## src/rtl/fir_seq_pkg.sv

```systemverilog
// Shared types and default sizing for the FIR MAC sequencer.
package fir_seq_pkg;

  localparam int FIR_NUM_TAPS    = 32;
  localparam int FIR_WORD_LENGTH = 16;

  typedef enum logic [1:0] {
    IDLE  = 2'd0,
    ACCUM = 2'd1,
    DONE  = 2'd2
  } fir_state_e;

endpackage

```

## src/rtl/fir_tap_counter.sv

```systemverilog
// Tap address counter: steps 0..NUM_TAPS-1 while enabled, wraps at the last tap.
module fir_tap_counter
  import fir_seq_pkg::*;
#(
  parameter int NUM_TAPS   = FIR_NUM_TAPS,
  parameter int ADDR_WIDTH = 5
) (
  input  logic                  clk,
  input  logic                  reset,
  input  logic                  enable,
  input  logic                  clear,
  output logic [ADDR_WIDTH-1:0] count,
  output logic                  terminal
);

  localparam logic [ADDR_WIDTH-1:0] LAST_TAP = ADDR_WIDTH'(NUM_TAPS - 1);

  assign terminal = (count == LAST_TAP);

  // Clear outranks stepping so an aborted pass always restarts from tap 0.
  always_ff @(posedge clk or posedge reset) begin
    if (reset) begin
      count <= '0;
    end else if (clear) begin
      count <= '0;
    end else if (enable) begin
      count <= terminal ? '0 : count + 1'b1;
    end
  end

endmodule

```

## src/rtl/fir_mac_sequencer.sv

```systemverilog
// Control sequencer for a time-multiplexed FIR MAC: one sample in, NUM_TAPS MAC steps, one result out.
// Optional sticky overrun detection is built only when FIR_SEQ_OVERRUN_EN is defined.
module fir_mac_sequencer
  import fir_seq_pkg::*;
#(
  parameter int WORD_LENGTH = FIR_WORD_LENGTH,
  parameter int NUM_TAPS    = FIR_NUM_TAPS,
  parameter int ADDR_WIDTH  = 5
) (
  input  logic                  clk,
  input  logic                  reset,
  input  logic                  sample_valid,
  output logic                  sample_ready,
  input  logic                  abort,
  output logic                  mac_enable,
  output logic [ADDR_WIDTH-1:0] tap_addr,
  output logic                  first_tap,
  output logic                  mac_clear,
  output logic                  result_capture,
  output logic                  result_valid,
  output logic                  busy,
  output logic                  overrun
);

  if ($clog2(NUM_TAPS) != ADDR_WIDTH || WORD_LENGTH < 1) begin : g_bad_params
    $error("fir_mac_sequencer: ADDR_WIDTH must equal clog2(NUM_TAPS) and WORD_LENGTH must be positive");
  end

  fir_state_e state_q;
  fir_state_e state_d;
  logic       idle_ready;
  logic       last_tap;

  fir_tap_counter #(
    .NUM_TAPS  (NUM_TAPS),
    .ADDR_WIDTH(ADDR_WIDTH)
  ) u_tap_counter (
    .clk     (clk),
    .reset   (reset),
    .enable  (mac_enable),
    .clear   (mac_clear),
    .count   (tap_addr),
    .terminal(last_tap)
  );

  always_ff @(posedge clk or posedge reset) begin
    if (reset) begin
      state_q <= IDLE;
    end else begin
      state_q <= state_d;
    end
  end

  // Abort is tested before the last-tap check so it wins over the wrap into DONE.
  always_comb begin
    state_d        = state_q;
    idle_ready     = 1'b0;
    mac_enable     = 1'b0;
    first_tap      = 1'b0;
    mac_clear      = 1'b0;
    result_capture = 1'b0;
    case (state_q)
      IDLE: begin
        idle_ready = 1'b1;
        if (sample_valid) begin
          state_d = ACCUM;
        end
      end
      ACCUM: begin
        mac_enable = 1'b1;
        first_tap  = (tap_addr == '0);
        if (abort) begin
          mac_clear = 1'b1;
          state_d   = IDLE;
        end else if (last_tap) begin
          state_d = DONE;
        end
      end
      DONE: begin
        mac_clear      = 1'b1;
        result_capture = !abort;
        state_d        = IDLE;
      end
      default: begin
        state_d = IDLE;
      end
    endcase
  end

  assign sample_ready = idle_ready & ~reset;
  assign busy         = (state_q != IDLE);

  always_ff @(posedge clk or posedge reset) begin
    if (reset) begin
      result_valid <= 1'b0;
    end else begin
      result_valid <= result_capture;
    end
  end

`ifdef FIR_SEQ_OVERRUN_EN
  // A sample offered while a computation is in flight is lost; remember it until reset.
  always_ff @(posedge clk or posedge reset) begin
    if (reset) begin
      overrun <= 1'b0;
    end else if (sample_valid && !sample_ready) begin
      overrun <= 1'b1;
    end
  end
`else
  assign overrun = 1'b0;
`endif

endmodule

```

## config.mk

```make
export PLATFORM = sky130hd
export DESIGN_NAME = fir_mac_sequencer
export DESIGN_NICKNAME = d
export VERILOG_FILES = /design/src/rtl/fir_seq_pkg.sv /design/src/rtl/fir_tap_counter.sv /design/src/rtl/fir_mac_sequencer.sv
export SDC_FILE = /design/constraint.sdc
export NUM_CORES = 1
export LEC_CHECK = 0
export ABC_AREA = 1
export BUFFER_PORTS_ARGS = -buffer_cell sky130_fd_sc_hd__buf_2
export CORE_MARGIN = 2
export CORE_UTILIZATION = 37
export CTS_BUF_LIST = sky130_fd_sc_hd__clkbuf_8
export DETAILED_ROUTE_END_ITERATION = 10
export PLACE_DENSITY = 0.65
export SYNTH_ARGS = -nofsm -noshare
export SYNTH_HDL_FRONTEND = slang
export SYNTH_HIERARCHICAL = 1
export SYNTH_SLANG_ARGS = --single-unit
```

## constraint.sdc

```tcl
create_clock -name clk -period 3.8 [get_ports clk]
set_clock_uncertainty 0.15 [all_clocks]
set_input_delay 0.19 -clock clk [delete_from_list [all_inputs] [get_ports clk]]
set_output_delay 0.19 -clock clk [all_outputs]
set_load 0.02 [all_outputs]
```

; Word-level counts from Yosys, hierarchy flattened
; Index checks and enable logic that the tools add are counted.
[word_totals]
register_bits = 8
latch_bits = 0
ramBits = 0
mem_bits_ro = 0
input_bits = 4
elab_cells = 30
memories = 0
[op_classes]
addsub = 1
mul = 0
div = 0
order_cmp = 0
eq_ne = 5
shift = 0
muxes = 13
bitwise_logic = 2
n_reduce_logical = 6
[op_table]
columns = op, count
row1 = $mux 5, 3
row2 = $mux 2, 3
row3 = $add 5x1->5 const B, 1
row4 = $eq 5x5->1 const B, 1
row5 = $logic_not 5->1, 1
row6 = $mux 1, 5
row7 = $pmux 2 s2, 1
row8 = $reduce_bool 2->1, 2
row9 = $ne 3x2->1 const B, 1
row10 = $eq 2x1->1 const B, 1
row11 = $eq 2x2->1 const B, 1
row12 = $logic_not 2->1, 1
row13 = $ne 2x2->1 const B, 1
row14 = $pmux 1 s2, 1
row15 = $reduce_and 2->1, 1
row16 = $and 1x1->1, 1
row17 = $logic_not 1->1, 1
row18 = $not 1->1, 1

; Longest topological paths before layout
; Gate-level depths: netlist of the first run.
[depth]
ltp_word = 4
mapped_depth = 9

; Modules after synthesis
; The synthesis of the first run kept the hierarchy.
[by_module_without_submodules]
columns = module, n_inst, cells_per_inst, area_per_inst_um2, seq_area_each_um2
row1 = fir_tap_counter, 1, 37, 280.3, 125.1
row2 = fir_mac_sequencer, 1, 38, 261.5, 75.1

; Worst setup path before layout of the first run
; Ideal clock, no wire load.
[synth_path]
path_type = register to register
from = register state_q[0]
to = register u_tap_counter.count[0]
setup_ns = 0.119
arrival_time_ns = 1.882
required_ns = 3.531
path_slack_ns = 1.649
stages_incl_launch_ff = 8
n_path_buf = 0
synth_period_minus_slack_ns = 2.151
cell_sequence = dfrtp_1 > inv_1 > ha_1 > a21boi_0 > inv_1 > nand2_1 > nor2_2 > o21a_1
[synth_between]
elab_chain_len = 3
elab_cells_between_ends = 6
cone_classes = eq/ne (2) / mux (3) / reduce/logical (1)
[synth_rtl]
columns = element, line_no
row1 = start: declaration, fir_mac_sequencer.sv:29  ; fir_state_e state_q;
row2 = start signal: assignment, fir_mac_sequencer.sv:50  ; state_q <= state_d;
row3 = $eq 2x2->1 or $eq 2x1->1 (tied branches), fir_mac_sequencer.sv:62  ; case (state_q)
row4 = $pmux 1 s2 *, fir_mac_sequencer.sv:62
row5 = net mac_clear, fir_mac_sequencer.sv:18  ; output logic mac_clear,
row6 = $mux 5 or $reduce_bool 2->1 (tied branches), -
row7 = end signal: assignment, fir_tap_counter.sv:27  ; count <= terminal ? '0 : count + 1'b1;
row8 = end: declaration, fir_tap_counter.sv:12  ; output logic [ADDR_WIDTH-1:0] count,
; The timed path passes the listed nets; every way through them passes the cells marked *.
; A chain may end at the register's enable or synchronous reset.

; Worst setup path in the final report of the first run
[layout_path]
from = register state_q[1]
to = output port mac_clear
[layout_between]
elab_chain_len = 2
elab_cells_between_ends = 3
cone_classes = eq/ne (2) / mux (1)
[layout_rtl]
columns = element, line_no
row1 = $eq 2x2->1 or $eq 2x1->1 (tied branches), fir_mac_sequencer.sv:62
row2 = $pmux 1 s2 *, fir_mac_sequencer.sv:62
row3 = end: declaration, fir_mac_sequencer.sv:18
; Mark *: on every way between the ends. The rest lies on a longest branch, timed or not.

==> impl_metrics.json, run 1 <==
{
  "status": "finished clean",
  "clock_path_buffers": 2,
  "grtUsageMet3_pct": 1.293,
  "power_uw": 541.4,
  "rows": 13,
  "synth_common_cells": "nand2_1, inv_1, dfrtp_1, nor2_1, ha_1",
  "hold_path.class": "input port to flip-flop",
  "yosys.area_share.adder_pct": 16.17,
  "synth_ff_type": "dfrtp_1",
  "max-vdd-ir-drop_uv": 293.8,
  "hold_violations": 0,
  "synth_xor_area_share_pct": 0,
  "grt_max_degree": 8,
  "synth_most_common_cell": "nand2_1",
  "crit_type": "flip-flop to output pin",
  "busiest_layer": "met2",
  "dp_hpwl_um": 870,
  "wirelength_um": 1113,
  "combPwrFrac_pct": 51.7,
  "yosys.area.top_type": "dfrtp_1",
  "drive_above_1_share_pct": 22.58,
  "synth_enable_flop_cells": 0,
  "routedWlPerCell_um": 10.31,
  "start_kind": "flip-flop",
  "cts_htree_levels": 1,
  "p_int_uw": 285.7,
  "swShare_pct": 47.22,
  "fin_area_um2": 679.4,
  "synth_top_area_share_pct": 36.95,
  "p_per_area_nw_per_um2": 796.9,
  "fp.dieH_um": 42.27,
  "start_util_pct": 40.62,
  "grt-ovfl-total": 0,
  "synth_warnings": 6,
  "pre_cts_ws_ns": 1.925,
  "ant_nets": 0,
  "ys_seq_elements": 8,
  "required_ns": 3.46,
  "antenna_found_initial": 0,
  "grt.met2_usage_pct": 21.23,
  "ctsRootBufferMaster": "clkbuf_8",
  "drv_slew": 0,
  "cts_tree": "yes",
  "clk_latency_ns": 0.23,
  "io_buffers": 15,
  "end_kind": "output pin",
  "tns_ns": 0,
  "arrival_ns": 1.68,
  "final_cells": 108,
  "yosysUniqueCellTypes": 16,
  "synthArstFlopShare_pct": 100.0,
  "finalSetupViolCount": 0,
  "dieArea_um2": 1786,
  "period_needed_ns": 2.016,
  "avgSynthCellArea_um2": 7.224,
  "dp.cells": 104,
  "gp_congestion": 0.8874,
  "synth_compound_area_share_pct": 4.619,
  "power_frac_seq_pct": 28.9,
  "syn2layout_area_growth_pct": 25.40,
  "syn_area_um2": 541.8,
  "p_leak_nw": 0.4198,
  "clk_pin_slew_ns": 0.05,
  "die_x_um": 42.27,
  "worst_slack_ns": 1.784,
  "worstPathMaxFanout": 5,
  "fmax_ghz": 0.4961,
  "grt_use_met1_pct": 17.20,
  "vias": 498,
  "numCtsBuffers": 3,
  "drv_cap": 0,
  "ctsResizeCount": 0,
  "core_area_um2": 1334,
  "drc_errors": 0,
  "grt_pass1_wl_um": 1807,
  "nNetsFinal": 106,
  "p_switching_uw": 255.7,
  "synthTopCellsByArea": "dfrtp_1, ha_1, nand2_1, inv_1, nor2_1",
  "via_per_inst": 4.611,
  "synth_top_family_by_area": "simple AND/OR/NAND/NOR gates",
  "dpl_cell_area_um2": 628.1,
  "synth_cells": 75,
  "rsz0062_at_grt": "no",
  "syn-num-nets": 86,
  "first_global_vias": 468,
  "finalCritPeriodShare_pct": 53.05,
  "clkSinkCount": 8,
  "clockPowerShare_pct": 19.5,
  "first_iter_violations": 12,
  "io_pins": 17,
  "drtPass1Iterations": 4,
  "seq_area_frac_synth_pct": 36.95,
  "synthSimpleGateAreaFrac_pct": 29.79,
  "post_cts_buffers": 0,
  "insertedDiodeCount": 0,
  "synthMuxAreaShare_pct": 0,
  "globalRouteTotalUtil_pct": 13.51
}
-- cell type report --
cell class,count,area [µm²]
repair buffers,16,85.08
well taps,15,18.77
multi-input cells,51,277.8
inverters,15,56.30
flip-flops and latches,8,200.2
fillers,140,654.4
clock buffers,3,41.29
-- critical path, cell delays in order (launching register included) --
cell      delay (ns)
dfrtp_1         0.38
inv_1           0.14
ha_1            0.22
nand2_1         0.06
a21boi_0        0.39
buf_2           0.26
-- timing repair --
item / 4_1_cts / 5_1_grt
hold buffers: 1 / 0
endpoints found under the hold margin: 8 / 0
setup endpoints to repair: 0 / 0
-- power by group through the flow --
stage                     sequential (mW)  combinational (mW)  clock [mW]
after global placement              0.156               0.277           0
after floorplan                     0.181               0.174           0
after detailed placement            0.158               0.279           0
after CTS                           0.157               0.281       0.105
final                               0.156               0.280       0.105
after global routing                0.164               0.317       0.106
-- state kept, by name, summed over array words and instances (netlist names) --
register / count
u_tap_counter/count: 5
state_q: 2
result_valid: 1
-- cells in the final DEF, fill, tap and decap left out --
| cell | count |
|---|---|
| nand2_1 | 22 |
| buf_2 | 15 |
| inv_1 | 14 |
| nor2_1 | 8 |
| dfrtp_1 | 8 |
| ha_1 | 7 |
| nand3_1 | 5 |
| clkbuf_8 | 3 |
| nor2_2 | 2 |
| a21boi_0 | 1 |
| nor3_1 | 1 |
| o21ai_0 | 1 |
| conb_1 | 1 |
| dlygate4sd3_1 | 1 |
| nand4_1 | 1 |
| inv_2 | 1 |
| o21a_1 | 1 |
| o21ai_1 | 1 |
-- metal layers --
layer  up-vias  part of all wire (%)
met5         -                     0
met4         0                   1.3
met3         2                   4.3
met2        13                    44
met1       222                    50
li1        261                     -
-- worst paths after layout --
kind                            cells after the start                      to  slack [ns]        from
worst max register to register                      8  u_tap_counter/count[0]        1.90  state_q[1]
worst min register to register                      2              state_q[0]        0.38  state_q[0]
max in group asynchronous                           3  u_tap_counter/count[1]        3.05       reset
min in group asynchronous                           3              state_q[0]        0.25       reset
worst min-delay path                                2            result_valid        0.03       abort
worst max-delay path                                5               mac_clear        1.78  state_q[1]
-- logic make-up after synthesis --
group,Yosys count
AND/OR/NAND/NOR,39
adder cells (fa/ha/maj),7
other,1
flip-flops,8
buffers and inverters,16
AO/OA/AOI/OAI,4
-- stage by stage --
stage / hold slack (ns) / utilization, %
6_report: 0.02692 / 50.94
5_1_grt: 0.03590 / 50.94
3_5_place_dp: -0.05692 / 47.09
2_1_floorplan: -0.2064 / -
3_3_place_gp: -0.06040 / 47.09
4_1_cts: 0.02118 / 50.94
Power figures use the tool's default switching activity.
==> inputs of run 2 (changes only) <==
==> constraint.sdc (replaced) <==
create_clock -name clk -period 1.89 [get_ports clk]
set_clock_uncertainty 0.15 [all_clocks]
set_input_delay 0.0945 -clock clk [delete_from_list [all_inputs] [get_ports clk]]
set_output_delay 0.0945 -clock clk [all_outputs]
set_load 0.02 [all_outputs]
==> impl_metrics.json, run 2 (same netlist as run 1, synthesis figures left out) <==
{
  "dp_hpwl_um": 871,
  "first_global_vias": 415,
  "r2r_slack_ns": 0.25,
  "cp_num_buf_inv": 3,
  "reg2reg_from": "state_q[1]",
  "arrival_ns": 1.43,
  "status": "finished clean",
  "vias": 490,
  "top_register": "u_tap_counter/count",
  "ctsResizeCount": 0,
  "rows": 13,
  "crit_start": "state_q[1]",
  "grt_max_degree": 8,
  "max-vdd-ir-drop_uv": 838.2,
  "drtPass1Iterations": 4,
  "antenna_found_initial": 0,
  "tns_ns": 0,
  "cpMaxStageDelayCell": "dfrtp_1",
  "cp.depth": 5,
  "dp.cells": 104,
  "finalSetupViolCount": 0,
  "clock_path_buffers": 2,
  "p_per_area_nw_per_um2": 1557,
  "finalCritPeriodShare_pct": 88.34,
  "dieArea_um2": 1786,
  "die_x_um": 42.27,
  "hold_violations": 0,
  "wirelength_um": 1042,
  "drc_errors": 0,
  "routedWlPerCell_um": 9.560,
  "clk_latency_ns": 0.22,
  "syn2layout_area_growth_pct": 27.94,
  "r2r-end": "u_tap_counter/count[0]",
  "drive_above_1_share_pct": 23.40,
  "fp.dieH_um": 42.27,
  "hold_path.class": "input port to flip-flop",
  "worstRegToRegCells": 8,
  "required_ns": 1.65,
  "start_kind": "flip-flop",
  "core_area_um2": 1334,
  "numCtsBuffers": 3,
  "globalRouteTotalUtil_pct": 13.48,
  "start_util_pct": 40.62,
  "path_cells": "inv_1 > ha_1 > inv_1 > nor3_1 > buf_2",
  "end_kind": "output pin",
  "rsz0062_at_grt": "no",
  "io_pins": 17,
  "mostFrequentLayoutCells": "nand2_1, buf_2, inv_1, nor2_1, dfrtp_1",
  "critPathTopFamily": "buffers and inverters",
  "crit_type": "flip-flop to output pin",
  "ant_nets": 0,
  "seq_area_um2": 200.2,
  "cts_tree": "yes",
  "final.fill_count": 136,
  "drv_cap": 0,
  "period_needed_ns": 1.670,
  "first_iter_violations": 6,
  "gp_congestion": 0.7879,
  "ctsRootBufferMaster": "clkbuf_8",
  "largest_register_ffs": 5,
  "cts_htree_levels": 1,
  "nNetsFinal": 107,
  "clk_pin_slew_ns": 0.04,
  "path_common_cell": "inv_1",
  "multi_input_area_um2": 281.5,
  "reg_top3": "u_tap_counter/count (5), state_q (2), result_valid (1)",
  "grt_pass1_wl_um": 1780,
  "crit_end": "first_tap",
  "post_cts_buffers": 0,
  "clkSinkCount": 8,
  "drv_slew": 0,
  "slowest_delay_ns": 0.37,
  "p_leak_nw": 0.4247,
  "final_common_cell": "nand2_1",
  "via_per_inst": 4.495,
  "grt-ovfl-total": 0,
  "fmax_ghz": 0.5989,
  "final_cells": 109,
  "io_buffers": 15,
  "worstPathMaxFanout": 6,
  "holdCritStartpoint": "sample_valid",
  "insertedDiodeCount": 0
}
[run 2: timing repair]
item / 4_1_cts / 5_1_grt
hold buffers: 2 / 0
endpoints found under the setup margin: 0 / 0
hold endpoints to repair: 9 / 0
[run 2: worst min-delay path by stage]
| stage | slack [ns] | endpoint | depth (start not counted) |
|---|---|---|---|
| floorplan | -0.30 | result_valid | 1 |
| global placement | -0.17 | result_valid | 2 |
| detailed placement | -0.17 | result_valid | 2 |
| CTS | 0.12 | state_q[0] | 6 |
| global route | 0.14 | state_q[0] | 6 |
| finish | 0.13 | state_q[0] | 5 |
[run 2: cell type report]
cell class,instances,area share [%]
Clock buffer,3,5.957
Inverter,15,8.123
Multi-Input combinational cell,51,40.61
Sequential cell,8,28.88
Tap cell,15,2.708
Timing Repair Buffer,17,13.72
[run 2: report_power, final]
part	internal (mW)	switching, mW
Combinational	0.206	0.353
Sequential	0.235	0.0863
Clock	0.138	0.0625
Total	0.578	0.502
[run 2: per-layer routing]
metal / wire, µm / track usage, %
met2: 521 / 23.08
met3: 76 / 7.759
met4: 0 / 1.875
met1: 444 / 14.70
met5: 0 / 0
[run 2: metrics by stage]
step           hold WS [ns]  setup slack (ns)  utilization [%]  total power, mW  cell area [µm²]
2_1_floorplan       -0.3019            0.1796                -           0.7194            545.5
3_3_place_gp        -0.1651            0.2549            47.37           0.8769            631.9
3_5_place_dp        -0.1687            0.2422            47.37           0.8864            631.9
4_1_cts              0.1246            0.2126            51.97            1.097            693.2
5_1_grt              0.1351           0.08198            51.97            1.181            693.2
6_report             0.1345            0.2203            51.97            1.079            693.2
[run 2: worst register-to-register path, stage by stage, from the launching register on]
cell	delay, ns
dfrtp_1	0.37
inv_1	0.13
ha_1	0.21
nand2_1	0.07
a21boi_2	0.20
inv_1	0.09
nand2_1	0.08
nor2_2	0.05
o21a_1	0.17
